[src/rtl/ldm_read_agu_if.sv]
// ldm_read_agu_if: sequencer-side config/handshake and LSU-side CTRL_LDM request bundle
interface ldm_read_agu_if #(
  parameter int S_LDM_BITS    = 2,
  parameter int LDM_ADDR_BITS = 6,
  parameter int PAD_BITS      = 3
);
  logic                                start_in;
  logic                                stall_in;
  logic [S_LDM_BITS-1:0]               cfg_bank_a_in;
  logic [LDM_ADDR_BITS-1:0]            cfg_base_a_in;
  logic [S_LDM_BITS-1:0]               cfg_bank_b_in;
  logic [LDM_ADDR_BITS-1:0]            cfg_base_b_in;
  logic                                cfg_dual_in;
  logic [LDM_ADDR_BITS:0]              cfg_len_in;
  logic [LDM_ADDR_BITS-1:0]            cfg_stride_in;
  logic [PAD_BITS-1:0]                 cfg_pad_pre_in;
  logic [PAD_BITS-1:0]                 cfg_pad_post_in;
  logic [S_LDM_BITS+LDM_ADDR_BITS-1:0] CTRL_LDM_addra_out;
  logic                                CTRL_LDM_ena_out;
  logic                                CTRL_LDM_wea_out;
  logic [S_LDM_BITS+LDM_ADDR_BITS-1:0] CTRL_LDM_addrb_out;
  logic                                CTRL_LDM_enb_out;
  logic                                CTRL_LDM_web_out;
  logic                                Padding_Read_out;
  logic                                busy_out;
  logic                                last_out;
  logic                                done_out;
  modport master (
    output start_in, stall_in, cfg_bank_a_in, cfg_base_a_in, cfg_bank_b_in, cfg_base_b_in,
           cfg_dual_in, cfg_len_in, cfg_stride_in, cfg_pad_pre_in, cfg_pad_post_in,
    input  CTRL_LDM_addra_out, CTRL_LDM_ena_out, CTRL_LDM_wea_out, CTRL_LDM_addrb_out,
           CTRL_LDM_enb_out, CTRL_LDM_web_out, Padding_Read_out, busy_out, last_out, done_out
  );
  modport slave (
    input  start_in, stall_in, cfg_bank_a_in, cfg_base_a_in, cfg_bank_b_in, cfg_base_b_in,
           cfg_dual_in, cfg_len_in, cfg_stride_in, cfg_pad_pre_in, cfg_pad_post_in,
    output CTRL_LDM_addra_out, CTRL_LDM_ena_out, CTRL_LDM_wea_out, CTRL_LDM_addrb_out,
           CTRL_LDM_enb_out, CTRL_LDM_web_out, Padding_Read_out, busy_out, last_out, done_out
  );
endinterface

[src/rtl/ldm_read_agu.sv]
// ldm_read_agu: replays a padded, strided LDM read sequence onto the LSU CTRL_LDM ports
module ldm_read_agu #(
  parameter int S_LDM_BITS    = 2,
  parameter int LDM_ADDR_BITS = 6,
  parameter int PAD_BITS      = 3
) (
  input logic          CLK,
  input logic          RST,
  ldm_read_agu_if.slave bus
);
  localparam int AW = S_LDM_BITS + LDM_ADDR_BITS;
  localparam int CW = LDM_ADDR_BITS + 1;
  typedef enum logic [2:0] {IDLE, PAD_PRE, READ, PAD_POST, DONE} state_t;
  state_t                   state_q, state_d, nxt;
  logic [CW-1:0]            cnt_q, cnt_d, lim, len_q, e_len;
  logic [LDM_ADDR_BITS-1:0] ptr_a_q, ptr_a_d, ptr_b_q, ptr_b_d, stride_q;
  logic [LDM_ADDR_BITS-1:0] e_ptr_a, e_ptr_b, e_stride;
  logic [S_LDM_BITS-1:0]    bank_a_q, bank_b_q, e_bank_a, e_bank_b;
  logic [PAD_BITS-1:0]      pre_q, post_q, e_pre, e_post;
  logic                     dual_q, e_dual;
  logic [AW-1:0]            addra_q, addra_d, addrb_q, addrb_d;
  logic                     ena_q, ena_d, enb_q, enb_d, pad_q, pad_d, busy_q, busy_d, done_q, done_d;
  logic                     idle, ld, run, fin, iss, rd, more;
  // In IDLE the live cfg inputs stand in for the latched copy so the first slot issues on the start edge
  always_comb begin
    idle     = state_q == IDLE;
    e_bank_a = idle ? bus.cfg_bank_a_in : bank_a_q;
    e_bank_b = idle ? bus.cfg_bank_b_in : bank_b_q;
    e_ptr_a  = idle ? bus.cfg_base_a_in : ptr_a_q;
    e_ptr_b  = idle ? bus.cfg_base_b_in : ptr_b_q;
    e_stride = idle ? bus.cfg_stride_in : stride_q;
    e_dual   = idle ? bus.cfg_dual_in : dual_q;
    e_len    = idle ? bus.cfg_len_in : len_q;
    e_pre    = idle ? bus.cfg_pad_pre_in : pre_q;
    e_post   = idle ? bus.cfg_pad_post_in : post_q;
    lim      = state_q == PAD_PRE ? CW'(e_pre) : state_q == READ ? e_len :
               state_q == PAD_POST ? CW'(e_post) : '0;
    more     = cnt_q < lim;
    nxt      = more ? state_q :
               (idle && e_pre != '0) ? PAD_PRE :
               ((idle || state_q == PAD_PRE) && e_len != '0) ? READ :
               (state_q != PAD_POST && e_post != '0) ? PAD_POST : DONE;
    ld       = idle && bus.start_in;
    run      = ld || state_q inside {PAD_PRE, READ, PAD_POST};
    fin      = run && nxt == DONE;
    iss      = run && !fin && (idle || !bus.stall_in);
    rd       = iss && nxt == READ;
    state_d  = state_q == DONE ? IDLE : fin ? DONE : iss ? nxt : state_q;
    cnt_d    = fin ? '0 : iss ? (more ? cnt_q + 1'b1 : CW'(1)) : cnt_q;
    ptr_a_d  = (run ? e_ptr_a : ptr_a_q) + (rd ? e_stride : '0);
    ptr_b_d  = (run ? e_ptr_b : ptr_b_q) + (rd ? e_stride : '0);
    ena_d    = rd;
    enb_d    = rd && e_dual;
    addra_d  = rd ? {e_bank_a, e_ptr_a} : '0;
    addrb_d  = enb_d ? {e_bank_b, e_ptr_b} : '0;
    pad_d    = iss && nxt != READ;
    busy_d   = run && !fin;
    done_d   = fin;
  end
  always_ff @(posedge CLK or negedge RST) begin
    if (!RST) begin
      state_q  <= IDLE;
      cnt_q    <= '0;
      ptr_a_q  <= '0;
      ptr_b_q  <= '0;
      bank_a_q <= '0;
      bank_b_q <= '0;
      stride_q <= '0;
      dual_q   <= 1'b0;
      len_q    <= '0;
      pre_q    <= '0;
      post_q   <= '0;
      addra_q  <= '0;
      addrb_q  <= '0;
      ena_q    <= 1'b0;
      enb_q    <= 1'b0;
      pad_q    <= 1'b0;
      busy_q   <= 1'b0;
      done_q   <= 1'b0;
    end else begin
      state_q  <= state_d;
      cnt_q    <= cnt_d;
      ptr_a_q  <= ptr_a_d;
      ptr_b_q  <= ptr_b_d;
      addra_q  <= addra_d;
      addrb_q  <= addrb_d;
      ena_q    <= ena_d;
      enb_q    <= enb_d;
      pad_q    <= pad_d;
      busy_q   <= busy_d;
      done_q   <= done_d;
      if (ld) begin
        bank_a_q <= bus.cfg_bank_a_in;
        bank_b_q <= bus.cfg_bank_b_in;
        stride_q <= bus.cfg_stride_in;
        dual_q   <= bus.cfg_dual_in;
        len_q    <= bus.cfg_len_in;
        pre_q    <= bus.cfg_pad_pre_in;
        post_q   <= bus.cfg_pad_post_in;
      end
    end
  end
  // With one-cycle LSU latency the final slot's data lands exactly in the done cycle
  assign bus.CTRL_LDM_addra_out = addra_q;
  assign bus.CTRL_LDM_ena_out   = ena_q;
  assign bus.CTRL_LDM_wea_out   = 1'b0;
  assign bus.CTRL_LDM_addrb_out = addrb_q;
  assign bus.CTRL_LDM_enb_out   = enb_q;
  assign bus.CTRL_LDM_web_out   = 1'b0;
  assign bus.Padding_Read_out   = pad_q;
  assign bus.busy_out           = busy_q;
  assign bus.last_out           = done_q;
  assign bus.done_out           = done_q;
endmodule

[src/flat_wrapper.sv]
// flat-port wrapper written by rule: the top's interface ports become plain ports
module ldm_read_agu_flat 
#(
  parameter int S_LDM_BITS    = 2,
  parameter int LDM_ADDR_BITS = 6,
  parameter int PAD_BITS      = 3
)
  (CLK, RST, bus_start_in, bus_stall_in, bus_cfg_bank_a_in, bus_cfg_base_a_in, bus_cfg_bank_b_in, bus_cfg_base_b_in, bus_cfg_dual_in, bus_cfg_len_in, bus_cfg_stride_in, bus_cfg_pad_pre_in, bus_cfg_pad_post_in, bus_CTRL_LDM_addra_out, bus_CTRL_LDM_ena_out, bus_CTRL_LDM_wea_out, bus_CTRL_LDM_addrb_out, bus_CTRL_LDM_enb_out, bus_CTRL_LDM_web_out, bus_Padding_Read_out, bus_busy_out, bus_last_out, bus_done_out);
  ldm_read_agu_if #(.S_LDM_BITS(S_LDM_BITS), .LDM_ADDR_BITS(LDM_ADDR_BITS), .PAD_BITS(PAD_BITS)) bus_i ();
  input logic CLK;
  input logic RST;
  input wire logic [$bits(bus_i.start_in)-1:0] bus_start_in;
  input wire logic [$bits(bus_i.stall_in)-1:0] bus_stall_in;
  input wire logic [$bits(bus_i.cfg_bank_a_in)-1:0] bus_cfg_bank_a_in;
  input wire logic [$bits(bus_i.cfg_base_a_in)-1:0] bus_cfg_base_a_in;
  input wire logic [$bits(bus_i.cfg_bank_b_in)-1:0] bus_cfg_bank_b_in;
  input wire logic [$bits(bus_i.cfg_base_b_in)-1:0] bus_cfg_base_b_in;
  input wire logic [$bits(bus_i.cfg_dual_in)-1:0] bus_cfg_dual_in;
  input wire logic [$bits(bus_i.cfg_len_in)-1:0] bus_cfg_len_in;
  input wire logic [$bits(bus_i.cfg_stride_in)-1:0] bus_cfg_stride_in;
  input wire logic [$bits(bus_i.cfg_pad_pre_in)-1:0] bus_cfg_pad_pre_in;
  input wire logic [$bits(bus_i.cfg_pad_post_in)-1:0] bus_cfg_pad_post_in;
  output wire logic [$bits(bus_i.CTRL_LDM_addra_out)-1:0] bus_CTRL_LDM_addra_out;
  output wire logic [$bits(bus_i.CTRL_LDM_ena_out)-1:0] bus_CTRL_LDM_ena_out;
  output wire logic [$bits(bus_i.CTRL_LDM_wea_out)-1:0] bus_CTRL_LDM_wea_out;
  output wire logic [$bits(bus_i.CTRL_LDM_addrb_out)-1:0] bus_CTRL_LDM_addrb_out;
  output wire logic [$bits(bus_i.CTRL_LDM_enb_out)-1:0] bus_CTRL_LDM_enb_out;
  output wire logic [$bits(bus_i.CTRL_LDM_web_out)-1:0] bus_CTRL_LDM_web_out;
  output wire logic [$bits(bus_i.Padding_Read_out)-1:0] bus_Padding_Read_out;
  output wire logic [$bits(bus_i.busy_out)-1:0] bus_busy_out;
  output wire logic [$bits(bus_i.last_out)-1:0] bus_last_out;
  output wire logic [$bits(bus_i.done_out)-1:0] bus_done_out;
  assign bus_i.start_in = bus_start_in;
  assign bus_i.stall_in = bus_stall_in;
  assign bus_i.cfg_bank_a_in = bus_cfg_bank_a_in;
  assign bus_i.cfg_base_a_in = bus_cfg_base_a_in;
  assign bus_i.cfg_bank_b_in = bus_cfg_bank_b_in;
  assign bus_i.cfg_base_b_in = bus_cfg_base_b_in;
  assign bus_i.cfg_dual_in = bus_cfg_dual_in;
  assign bus_i.cfg_len_in = bus_cfg_len_in;
  assign bus_i.cfg_stride_in = bus_cfg_stride_in;
  assign bus_i.cfg_pad_pre_in = bus_cfg_pad_pre_in;
  assign bus_i.cfg_pad_post_in = bus_cfg_pad_post_in;
  assign bus_CTRL_LDM_addra_out = bus_i.CTRL_LDM_addra_out;
  assign bus_CTRL_LDM_ena_out = bus_i.CTRL_LDM_ena_out;
  assign bus_CTRL_LDM_wea_out = bus_i.CTRL_LDM_wea_out;
  assign bus_CTRL_LDM_addrb_out = bus_i.CTRL_LDM_addrb_out;
  assign bus_CTRL_LDM_enb_out = bus_i.CTRL_LDM_enb_out;
  assign bus_CTRL_LDM_web_out = bus_i.CTRL_LDM_web_out;
  assign bus_Padding_Read_out = bus_i.Padding_Read_out;
  assign bus_busy_out = bus_i.busy_out;
  assign bus_last_out = bus_i.last_out;
  assign bus_done_out = bus_i.done_out;
  ldm_read_agu #(.S_LDM_BITS(S_LDM_BITS), .LDM_ADDR_BITS(LDM_ADDR_BITS), .PAD_BITS(PAD_BITS)) u_core (.CLK(CLK), .RST(RST), .bus(bus_i));
endmodule
[config.mk]
export PLATFORM = sky130hd
export DESIGN_NAME = ldm_read_agu_flat
export DESIGN_NICKNAME = d
export VERILOG_FILES = /design/src/rtl/ldm_read_agu_if.sv /design/src/rtl/ldm_read_agu.sv /design/src/flat_wrapper.sv
export SDC_FILE = /design/constraint.sdc
export NUM_CORES = 1
export LEC_CHECK = 0
export ABC_AREA = 1
export CORE_MARGIN = 3
export CORE_UTILIZATION = 52
export CTS_CLUSTER_DIAMETER = 200
export DETAILED_ROUTE_END_ITERATION = 16
export HOLD_SLACK_MARGIN = 0.08
export PLACE_DENSITY = 0.88
export SYNTH_ARGS = -nofsm -noshare
export SYNTH_HDL_FRONTEND = slang
export SYNTH_SLANG_ARGS = --single-unit
[constraint.sdc]
create_clock -name CLK -period 4.9 [get_ports CLK]
set_clock_uncertainty 0.2 [all_clocks]
set_input_delay 0.735 -clock CLK [delete_from_list [all_inputs] [get_ports CLK]]
set_output_delay 0.735 -clock CLK [all_outputs]
set_load 0.01 [all_outputs]
==> results_dict.tcl <==
set metrics [dict create \
    place_inst 621 \
    crit_required_ns 4.99 \
    slowest_delay_ns 0.54 \
    syn_inst 474 \
    synth-seq-cells 67 \
    grt_max_degree 35 \
    cts_tree "yes" \
    netlist_top_cells_area "dfrtp_1 (44%), nand2_1 (11%), inv_1 (6.5%)" \
    cts-buffers-inserted 9 \
    antenna_found_initial 0 \
    slew_headroom_pct 50.9 \
    cts-hold-fix-buffers 0 \
    path_max_fanout 11 \
    rsz0062_at_grt "no" \
    path_common_cell "nand2_1" \
    diodes 0 \
    max_freq_mhz 229 \
    synthToLayoutAreaGrowth_pct 22.2 \
    synth_top_area_share_pct 43.6 \
    vias 3287 \
    yosysTopAreaCell "dfrtp_1" \
    cts_sinks 67 \
    final_area_sq_um 4700 \
    die_w_um 92.0 \
    die_h_um 92.0 \
    ys_types 42 \
    finalCritPeriodShare_pct 89.3 \
    setup_tns_ns 0 \
    worst-setup-path-type "reg2reg" \
    dr.first_iter.drc_count 238 \
    dpl-instance-area_sq_um 4500 \
    clk_latency_ns 0.35 \
    syn_avg_cell_area_sq_um 8.11 \
    yosys_warnings 0 \
    reg2reg_slack_ns 0.53 \
    nets 590 \
    drt_pre_antenna_iters 5 \
    hpwl_um 6400 \
    finalPower_mw 3.28 \
    seq_area_frac_synth_pct 43.6 \
    critPathLaunchType "flop" \
    die_area_sq_um 8460 \
    antenna_left 0 \
    gp_congestion 0.919 \
    p_leak_nw 2.42 \
    hold_violations 0 \
    wire_per_inst_um 13.5 \
    reg2reg_to "u_core.ptr_a_q[4]$_DFF_PN0_" \
    post_cts_resized 0 \
    worstMarginPinSlew_ns 0.736 \
    cp.arrival_ns 4.47 \
    grt_pass1_wl_um 14400 \
    slew_violations 0 \
    cp-end-kind "flop" \
    max_cap_viol_count 0 \
    drc 0 \
    hold_path.class "in2async" \
    setup_viol 0 \
    r2r_cells 25 \
    synth_edf_count 0 \
    clk_pin_slew_ns 0.08 \
    vdd_drop_max_v 0.000316 \
    crit_slowest_cell "nor3_1" \
    async_flop_share_pct 100 \
    rr_startpoint "u_core.state_q[1]$_DFFE_PN0P_" \
    clock_path_buffers 2 \
    ys.flop_type "dfrtp_1" \
    powerDensity_nw_per_um2 698 \
    drt-total-wl_um 8570 \
    fin_cells 637 \
    grt-ovfl-total 0 \
    drive_above_1_share_pct 9.43 \
    start_util_pct 55.1 \
    h-tree-depth 3 \
    cts_setup_buffers 0 \
    viasPerCell 5.16 \
    grt.total_usage_pct 21.6 \
    cts-root-buf "clkbuf_8" \
    netlist_area_sq_um 3840 \
    core_sq_um 6980 \
    ios 64 \
    grt_pass1_vias 3198 \
    fin_crit_ns 4.37 \
    fin_util_pct 67.3 \
    placementRows 30 \
    port_buffers 61 \
    status "finished clean" \
]
## sequential cells by signal, indices dropped and copies added (netlist names)
name                           flops
u_core.stride_q                    6
u_core.len_q                       7
u_core.state_q                     3
u_core.ptr_a_q                     6
u_core.bus.done_out                1
u_core.bus.CTRL_LDM_addrb_out      8
u_core.bus.CTRL_LDM_enb_out        1
u_core.bus.CTRL_LDM_ena_out        1
u_core.dual_q                      1
u_core.bus.Padding_Read_out        1
u_core.post_q                      3
u_core.bus.busy_out                1
u_core.bank_b_q                    2
u_core.pre_q                       3
u_core.cnt_q                       7
u_core.bank_a_q                    2
u_core.ptr_b_q                     6
u_core.bus.CTRL_LDM_addra_out      8
## report_power, final
part           internal, mW  switching (mW)  total (mW)  leakage, nW
clock                 0.248           0.219       0.468        0.102
combinational         0.710            1.19        1.90         1.47
sequential            0.783           0.127       0.910        0.849
total                  1.74            1.54        3.28         2.42
## per-layer routing
layer	track usage, %	vias to the layer above	share of wire [%]	wire length (um)
li1	-	1638	-	-
met5	0	-	0	0
met3	3.28	24	4.6	396
met4	11.5	0	3.3	284
met1	27.6	1522	45	3890
met2	35.5	103	47	4000
## worst max-delay path: cells and delay by family, from the launching register on
kind	cells	cell delay (ns)
flip-flops	1	0.51
buffers and inverters	5	0.45
adder cells (fa/ha/maj)	3	0.80
AO/OA/AOI/OAI	4	0.77
AND/OR/NAND/NOR	13	1.60
## cell usage after synthesis, types with 2 or more instances
| library cell | instances |
|---|---|
| nand2_1 | 112 |
| dfrtp_1 | 67 |
| inv_1 | 67 |
| o21ai_0 | 40 |
| nor2_1 | 37 |
| nand3_1 | 30 |
| ha_1 | 14 |
| mux2i_1 | 14 |
| a211oi_1 | 7 |
| clkbuf_1 | 7 |
| nand2_2 | 7 |
| xor2_1 | 7 |
| a21oi_1 | 5 |
| nand4_1 | 5 |
| buf_4 | 4 |
| nand3_2 | 4 |
| o21ai_1 | 4 |
| xnor2_1 | 4 |
| buf_6 | 3 |
| mux2_2 | 3 |
| nand2_4 | 3 |
| nor2_2 | 3 |
| o22ai_1 | 3 |
| inv_2 | 2 |
| nand3b_1 | 2 |
| nor3_1 | 2 |
| o21bai_1 | 2 |
| o31ai_1 | 2 |
## stage by stage
step	setup slack [ns]	hold slack [ns]
2_1_floorplan	0.688	0.239
3_3_place_gp	0.550	0.267
3_5_place_dp	0.424	0.273
4_1_cts	0.551	0.257
5_1_grt	0.0744	0.312
6_report	0.526	0.243
## logic make-up (layout without fill, tap and decap cells)
kind of cell             after synthesis  count (layout)  share of synthesized area (%)
AND/OR/NAND/NOR                      208             208                           24.2
buffers and inverters                 86             152                           9.96
AO/OA/AOI/OAI                         70              70                           10.6
flip-flops                            67              67                           43.6
multiplexers                          17              17                           4.52
adder cells (fa/ha/maj)               14              14                           4.56
XOR/XNOR                              11              11                           2.51
other                                  1               2                         0.0975
## cells in the final DEF (no fill, tap or decap), types with 10 or more instances in the layout
cell type and instances:
nand2_1 112, nor2_1 37, nand3_1 30, clkdlybuf4s50_1 60
inv_1 67, ha_1 14, mux2i_1 14, o21ai_0 40
clkbuf_8 10, dfrtp_1 67
## cell type report
cell class / count / area [sq um]
flip-flops and latches: 67 / 1680
fillers: 571 / 2280
clock buffers: 10 / 138
repair buffers: 67 / 651
well taps: 96 / 120
inverters: 69 / 259
clock inverters: 6 / 65.1
multi-input cells: 322 / 1790
## worst max-delay path by stage
| stage | depth (start not counted) | to | start |
|---|---|---|---|
| floorplan | 23 | u_core.ptr_b_q[4]$_DFF_PN0_ | u_core.state_q[1]$_DFFE_PN0P_ |
| CTS | 24 | u_core.ptr_a_q[4]$_DFF_PN0_ | u_core.state_q[1]$_DFFE_PN0P_ |
| finish | 25 | u_core.ptr_a_q[4]$_DFF_PN0_ | u_core.state_q[1]$_DFFE_PN0P_ |
| global placement | 25 | u_core.ptr_a_q[4]$_DFF_PN0_ | bus_cfg_len_in[2] |
| detailed placement | 25 | u_core.ptr_a_q[4]$_DFF_PN0_ | bus_cfg_len_in[2] |
| global route | 24 | u_core.ptr_a_q[4]$_DFF_PN0_ | u_core.state_q[1]$_DFFE_PN0P_ |
No activity file was read; power rests on OpenSTA's default activity.
